`src/rtl/uart_tx_pkg.sv`:
```
// ============================================================================
// Module      : uart_tx_pkg
// Description : Shared UART definitions: FSM state encodings, parity types,
//               default data width. Common to the TX and RX paths.
// Revision    : 1.0 - initial release
// ============================================================================
`default_nettype none

package uart_tx_pkg;

    localparam int C_DATA_WIDTH = 8;

    localparam logic C_PAR_EVEN = 1'b0;
    localparam logic C_PAR_ODD  = 1'b1;

    typedef enum logic [2:0] {
        ST_IDLE   = 3'd0,
        ST_START  = 3'd1,
        ST_DATA   = 3'd2,
        ST_PARITY = 3'd3,
        ST_STOP   = 3'd4
    } tx_state_t;

endpackage

`default_nettype wire

```
`src/rtl/uart_tx_baud_counter.sv`:
```
// ============================================================================
// Module      : uart_tx_baud_counter
// Description : Per-bit cycle counter (edge_cnt) and data-bit index (bit_cnt)
//               for the UART transmitter, driven by the TX FSM.
// Revision    : 1.0 - initial release
// ============================================================================
`default_nettype none

module uart_tx_baud_counter
    import uart_tx_pkg::*;
#(
    parameter int DATA_WIDTH = C_DATA_WIDTH
) (
    input  logic       clk,
    input  logic       rst,
    input  logic       enable,
    input  logic       clear,
    input  logic       bit_inc,
    input  logic [5:0] prescale,
    output logic       bit_done,
    output logic       last_bit
);

    localparam logic [3:0] C_LAST_BIT = 4'(DATA_WIDTH - 1);

    logic [5:0] r_edge_cnt;
    logic [3:0] r_bit_cnt;

    assign bit_done = (r_edge_cnt == (prescale - 6'd1));
    assign last_bit = (r_bit_cnt == C_LAST_BIT);

    always_ff @(posedge clk) begin
        if (rst || clear) begin
            r_edge_cnt <= '0;
            r_bit_cnt  <= '0;
        end else if (enable) begin
            r_edge_cnt <= bit_done ? 6'd0 : r_edge_cnt + 6'd1;
            // Bit index wraps back to 0 as DATA is left, ready for the next frame
            if (bit_inc && bit_done) begin
                r_bit_cnt <= last_bit ? 4'd0 : r_bit_cnt + 4'd1;
            end
        end
    end

endmodule

`default_nettype wire

```
`src/rtl/uart_tx.sv`:
```
// ============================================================================
// Module      : uart_tx
// Description : UART transmitter: start, DATA_WIDTH data bits LSB first,
//               optional parity, stop. Define UART_TX_TWO_STOP_EN for two
//               stop bits.
// Revision    : 1.0 - initial release
// ============================================================================
`default_nettype none

module uart_tx
    import uart_tx_pkg::*;
#(
    parameter int DATA_WIDTH = C_DATA_WIDTH
) (
    input  logic                  clk,
    input  logic                  rst,
    input  logic [DATA_WIDTH-1:0] P_DATA,
    input  logic                  Data_Valid,
    input  logic                  PAR_EN,
    input  logic                  PAR_TYP,
    input  logic [5:0]            Prescale,
    output logic                  TX_OUT,
    output logic                  Busy
);

    tx_state_t             r_state;
    logic [DATA_WIDTH-1:0] r_shift;
    logic                  r_par_en;
    logic                  r_parity;
    logic [5:0]            r_prescale;
    logic                  r_tx;
    logic                  r_busy;
`ifdef UART_TX_TWO_STOP_EN
    logic                  r_stop_second;
`endif

    logic [5:0]            w_prescale_eff;
    logic                  w_parity;
    logic [DATA_WIDTH-1:0] w_shift_next;
    logic                  w_bit_done;
    logic                  w_last_bit;

    assign w_prescale_eff = (Prescale == 6'd0) ? 6'd1 : Prescale;
    assign w_parity       = (PAR_TYP == C_PAR_ODD) ? ~^P_DATA : ^P_DATA;
    assign w_shift_next   = r_shift >> 1;

    uart_tx_baud_counter #(
        .DATA_WIDTH (DATA_WIDTH)
    ) u_baud_counter (
        .clk      (clk),
        .rst      (rst),
        .enable   (r_state != ST_IDLE),
        .clear    (r_state == ST_IDLE),
        .bit_inc  (r_state == ST_DATA),
        .prescale (r_prescale),
        .bit_done (w_bit_done),
        .last_bit (w_last_bit)
    );

    // TX_OUT is loaded with the value of the state being entered, so the line
    // changes exactly on the edge that starts each bit.
    always_ff @(posedge clk) begin
        if (rst) begin
            r_state    <= ST_IDLE;
            r_shift    <= '0;
            r_par_en   <= 1'b0;
            r_parity   <= 1'b0;
            r_prescale <= '0;
            r_tx       <= 1'b1;
            r_busy     <= 1'b0;
`ifdef UART_TX_TWO_STOP_EN
            r_stop_second <= 1'b0;
`endif
        end else begin
            case (r_state)
                ST_IDLE: begin
                    if (Data_Valid) begin
                        r_shift    <= P_DATA;
                        r_par_en   <= PAR_EN;
                        r_parity   <= w_parity;
                        r_prescale <= w_prescale_eff;
                        r_state    <= ST_START;
                        r_tx       <= 1'b0;
                        r_busy     <= 1'b1;
                    end
                end
                ST_START: begin
                    if (w_bit_done) begin
                        r_state <= ST_DATA;
                        r_tx    <= r_shift[0];
                    end
                end
                ST_DATA: begin
                    if (w_bit_done) begin
                        if (w_last_bit) begin
                            if (r_par_en) begin
                                r_state <= ST_PARITY;
                                r_tx    <= r_parity;
                            end else begin
                                r_state <= ST_STOP;
                                r_tx    <= 1'b1;
                            end
                        end else begin
                            r_shift <= w_shift_next;
                            r_tx    <= w_shift_next[0];
                        end
                    end
                end
                ST_PARITY: begin
                    if (w_bit_done) begin
                        r_state <= ST_STOP;
                        r_tx    <= 1'b1;
                    end
                end
                ST_STOP: begin
                    if (w_bit_done) begin
`ifdef UART_TX_TWO_STOP_EN
                        if (!r_stop_second) begin
                            r_stop_second <= 1'b1;
                        end else begin
                            r_stop_second <= 1'b0;
                            r_state       <= ST_IDLE;
                            r_busy        <= 1'b0;
                        end
`else
                        r_state <= ST_IDLE;
                        r_busy  <= 1'b0;
`endif
                        r_tx <= 1'b1;
                    end
                end
                default: begin
                    r_state <= ST_IDLE;
                    r_tx    <= 1'b1;
                    r_busy  <= 1'b0;
                end
            endcase
        end
    end

    assign TX_OUT = r_tx;
    assign Busy   = r_busy;

endmodule

`default_nettype wire
```
`config.mk`:
```
export PLATFORM = sky130hd
export DESIGN_NAME = uart_tx
export DESIGN_NICKNAME = d
export VERILOG_FILES = /design/src/rtl/uart_tx_pkg.sv /design/src/rtl/uart_tx_baud_counter.sv /design/src/rtl/uart_tx.sv
export SDC_FILE = /design/constraint.sdc
export NUM_CORES = 1
export LEC_CHECK = 0
export BUFFER_PORTS_ARGS = -buffer_cell sky130_fd_sc_hd__buf_4
export CORE_MARGIN = 2
export CORE_UTILIZATION = 30
export CTS_BUF_LIST = sky130_fd_sc_hd__clkbuf_4
export DETAILED_ROUTE_END_ITERATION = 8
export GPL_TIMING_DRIVEN = 0
export PLACE_DENSITY = 0.54
export SETUP_SLACK_MARGIN = 0.4
export SYNTH_ARGS = -nofsm -noshare
export SYNTH_HDL_FRONTEND = slang
export SYNTH_SLANG_ARGS = --single-unit
export TNS_END_PERCENT = 100
```
`constraint.sdc`:
```
create_clock -name clk -period 2.65 [get_ports clk]
set_input_delay 0 -clock clk [delete_from_list [all_inputs] [get_ports clk]]
set_output_delay 0 -clock clk [all_outputs]
set_load 0.05 [all_outputs]
```
==> flow_summary.ini <==
[drt]
via_per_inst = 4.744
drt_iter0_markers = 38
ant_nets = 0
firstDrtPassIters = 4
vias = 1518
drt_wl_total_um = 3857
wl_per_cell_um = 12.05
drc_errors = 0

[run]
maxCapViolCount = 0

[timing]
worstMarginPinSlew_ns = 0.5272
clock-skew-final_ns = 0.01095
period_share_pct = 95.49
fmax_ghz = 0.3952
hold_violations = 0
timing.setup.tns_ns = 0
relSlewSlack_pct = 64.85
period_needed_ns = 2.531
finalSetupViolCount = 0
finalMaxSlewViolations = 0
rsz0062_at_grt = true

[floorplanning]
die_y_um = 79.98
dieArea_sq_mm = 0.006396
die_x_um = 79.98
row_count = 27
io_pins = 21
start_util_pct = 31.26
core_region_area_sq_mm = 0.005540

[yosys]
synth_area_sq_mm = 0.001732
ys_seq_area_share_pct = 35.84
yosysWarnings = 0
ys_ff_latch = 31
synthesis.nets = 227
synth_edf_count = 0
syn_avg_cell_area_sq_um = 8.447
synth.distinct_cells = 41
synthFlopType = dfxtp_1
synthCells = 205
ys_async_sr_fraction_pct = 0

[clock_network]
cts.clk_slew.worst_paths_ns = 0.11
cts_buffers = 5
numClockSinks = 31
cts_tree = yes
clock_path_buffers = 2
cts-htree-levels = 2
clockRootBuffer = clkbuf_4
clk_latency_ns = 0.34

[worst_setup_path]
endpoint_kind = register
critical_path.max_stage_delay_ns = 0.51
path_buf_inv = 1
path_class = reg -> reg
path_cells = or4_4, or3_4, a2111oi_4, nor2_1, or3_1, buf_6, mux2_4
cp.required_ns = 2.88
worstPathMaxFanout = 8
cp.arrival_ns = 2.76
worst_path_max_delay_cell = or4_4
cp_top_family = simple AND/OR/NAND/NOR gates
cp-start-kind = register

[place]
port_buffers = 20
routabilityCongestion = 0.7389
place.detailed.hpwl_um = 2624

[layout]
utilization_pct = 40.92
layout_common_cells = nand2_1 (36), dfxtp_1 (28), buf_4 (24), nor2_1 (16), a21oi_1 (15)
antenna_cells = 0
areaGrowthSynthToFinish_pct = 30.92
drive_gt1_share_pct = 25.40
layout_commonest_cell = nand2_1
nets = 269

[pwr]
p_per_area_mw_per_mm2 = 491.7
peakVddDrop_mv = 0.1961
power.leakage_nw = 0.9292
total_power_mw = 1.115

[grt]
grt_start_max_net_pins = 11
overflow = 0
antenna_found_initial = 0
grtUsageTotal_pct = 13.35
grt_first_pass_wirelength_um = 6630
grt_pass1_vias = 1476

[worst_hold_path]
hp-class = in -> reg

[status]
status = completed
-- logic make-up after synthesis --
group / count (synthesis) / share of synthesized area, %
AOI/OAI and AO/OA: 36 / 14.88
xor gates and xnor gates: 20 / 10.12
adders and majority gates: 4 / 2.746
buffers and inverters: 14 / 3.468
DFF: 31 / 35.84
muxes: 12 / 9.032
and+or+nand+nor: 88 / 23.92
-- worst min-delay path, stage by stage --
cell,delay (ns)
buf_4,0.12
nor2b_1,0.10
mux2_4,0.14
-- synthesized netlist by cell type (all sizes together) (4+ instances only) --
cell	number	area [sq um]
o21ai	5	25.02
dfxtp	31	620.6
xor2	6	52.55
nor2	17	63.81
mux2	8	116.4
clkbuf	10	37.54
a21oi	15	75.07
xnor2	14	122.6
nand2	39	146.4
nor2b	9	56.30
mux2i	4	40.04
-- layout make-up --
type                    count  area (sq um)
plain buffers              11         61.31
clock buffers               5         37.54
clock inverters             3         38.79
fillers                   580          3273
inverters                   3         11.26
multi-input cells         160          1107
flip-flops and latches     31         626.9
well taps                  72         90.09
repair buffers             35         294.0
-- flip-flops by register name, indices dropped and copies added, names as in the netlist, 3 cells and up --
signal,cells
r_state,3
u_baud_counter.r_bit_cnt,4
r_shift,8
u_baud_counter.r_edge_cnt,6
r_prescale,6
-- power by group --
| group | switching (mW) | internal (mW) | leakage, nW |
|---|---|---|---|
| combinational | 0.122 | 0.120 | 0.632 |
| clock | 0.170 | 0.194 | 0.0426 |
| sequential | 0.0169 | 0.492 | 0.255 |
-- metrics by stage --
stage / setup slack (ns) / hold WS [ns] / instances / cell area [sq um]
5_1_grt: 0.04509 / 0.07253 / 320 / 2267
2_1_floorplan: 0.2155 / 0.1360 / 205 / 1734
6_report: 0.1194 / 0.05642 / 320 / 2267
3_5_place_dp: 0.05978 / 0.2460 / 297 / 1974
4_1_cts: 0.09404 / 0.04754 / 320 / 2233
3_3_place_gp: 0.06008 / 0.2361 / 297 / 1974
-- layer usage --
layer  GRT usage (%)  part of all wire, %  vias up
li1                -                    -      789
met1           17.31                   50      695
met2           21.42                   45       29
met3           3.054                  3.4        5
met4           5.085                  1.4        0
met5               0                    0        -
-- final timing paths --
check                             start                 endpoint  slack (ns)  depth (start not counted)
max reg2reg  r_prescale[0]$_SDFFE_PP0P_  r_shift[5]$_SDFFE_PP0P_        0.12                          7
max          r_prescale[0]$_SDFFE_PP0P_  r_shift[5]$_SDFFE_PP0P_        0.12                          7
min                                 rst  r_shift[0]$_SDFFE_PP0P_        0.06                          3
min reg2reg       r_parity$_SDFFE_PP0P_    r_parity$_SDFFE_PP0P_        0.45                          2
-- timing repair --
action                                 CTS  global route
setup buffers                            7             0
setup endpoints to repair               21            24
endpoints found under the hold margin    8             0
hold buffers                             8             0
pin swaps                                6             0
resized for setup                       19            10
No activity file was read; power rests on OpenSTA's default activity.
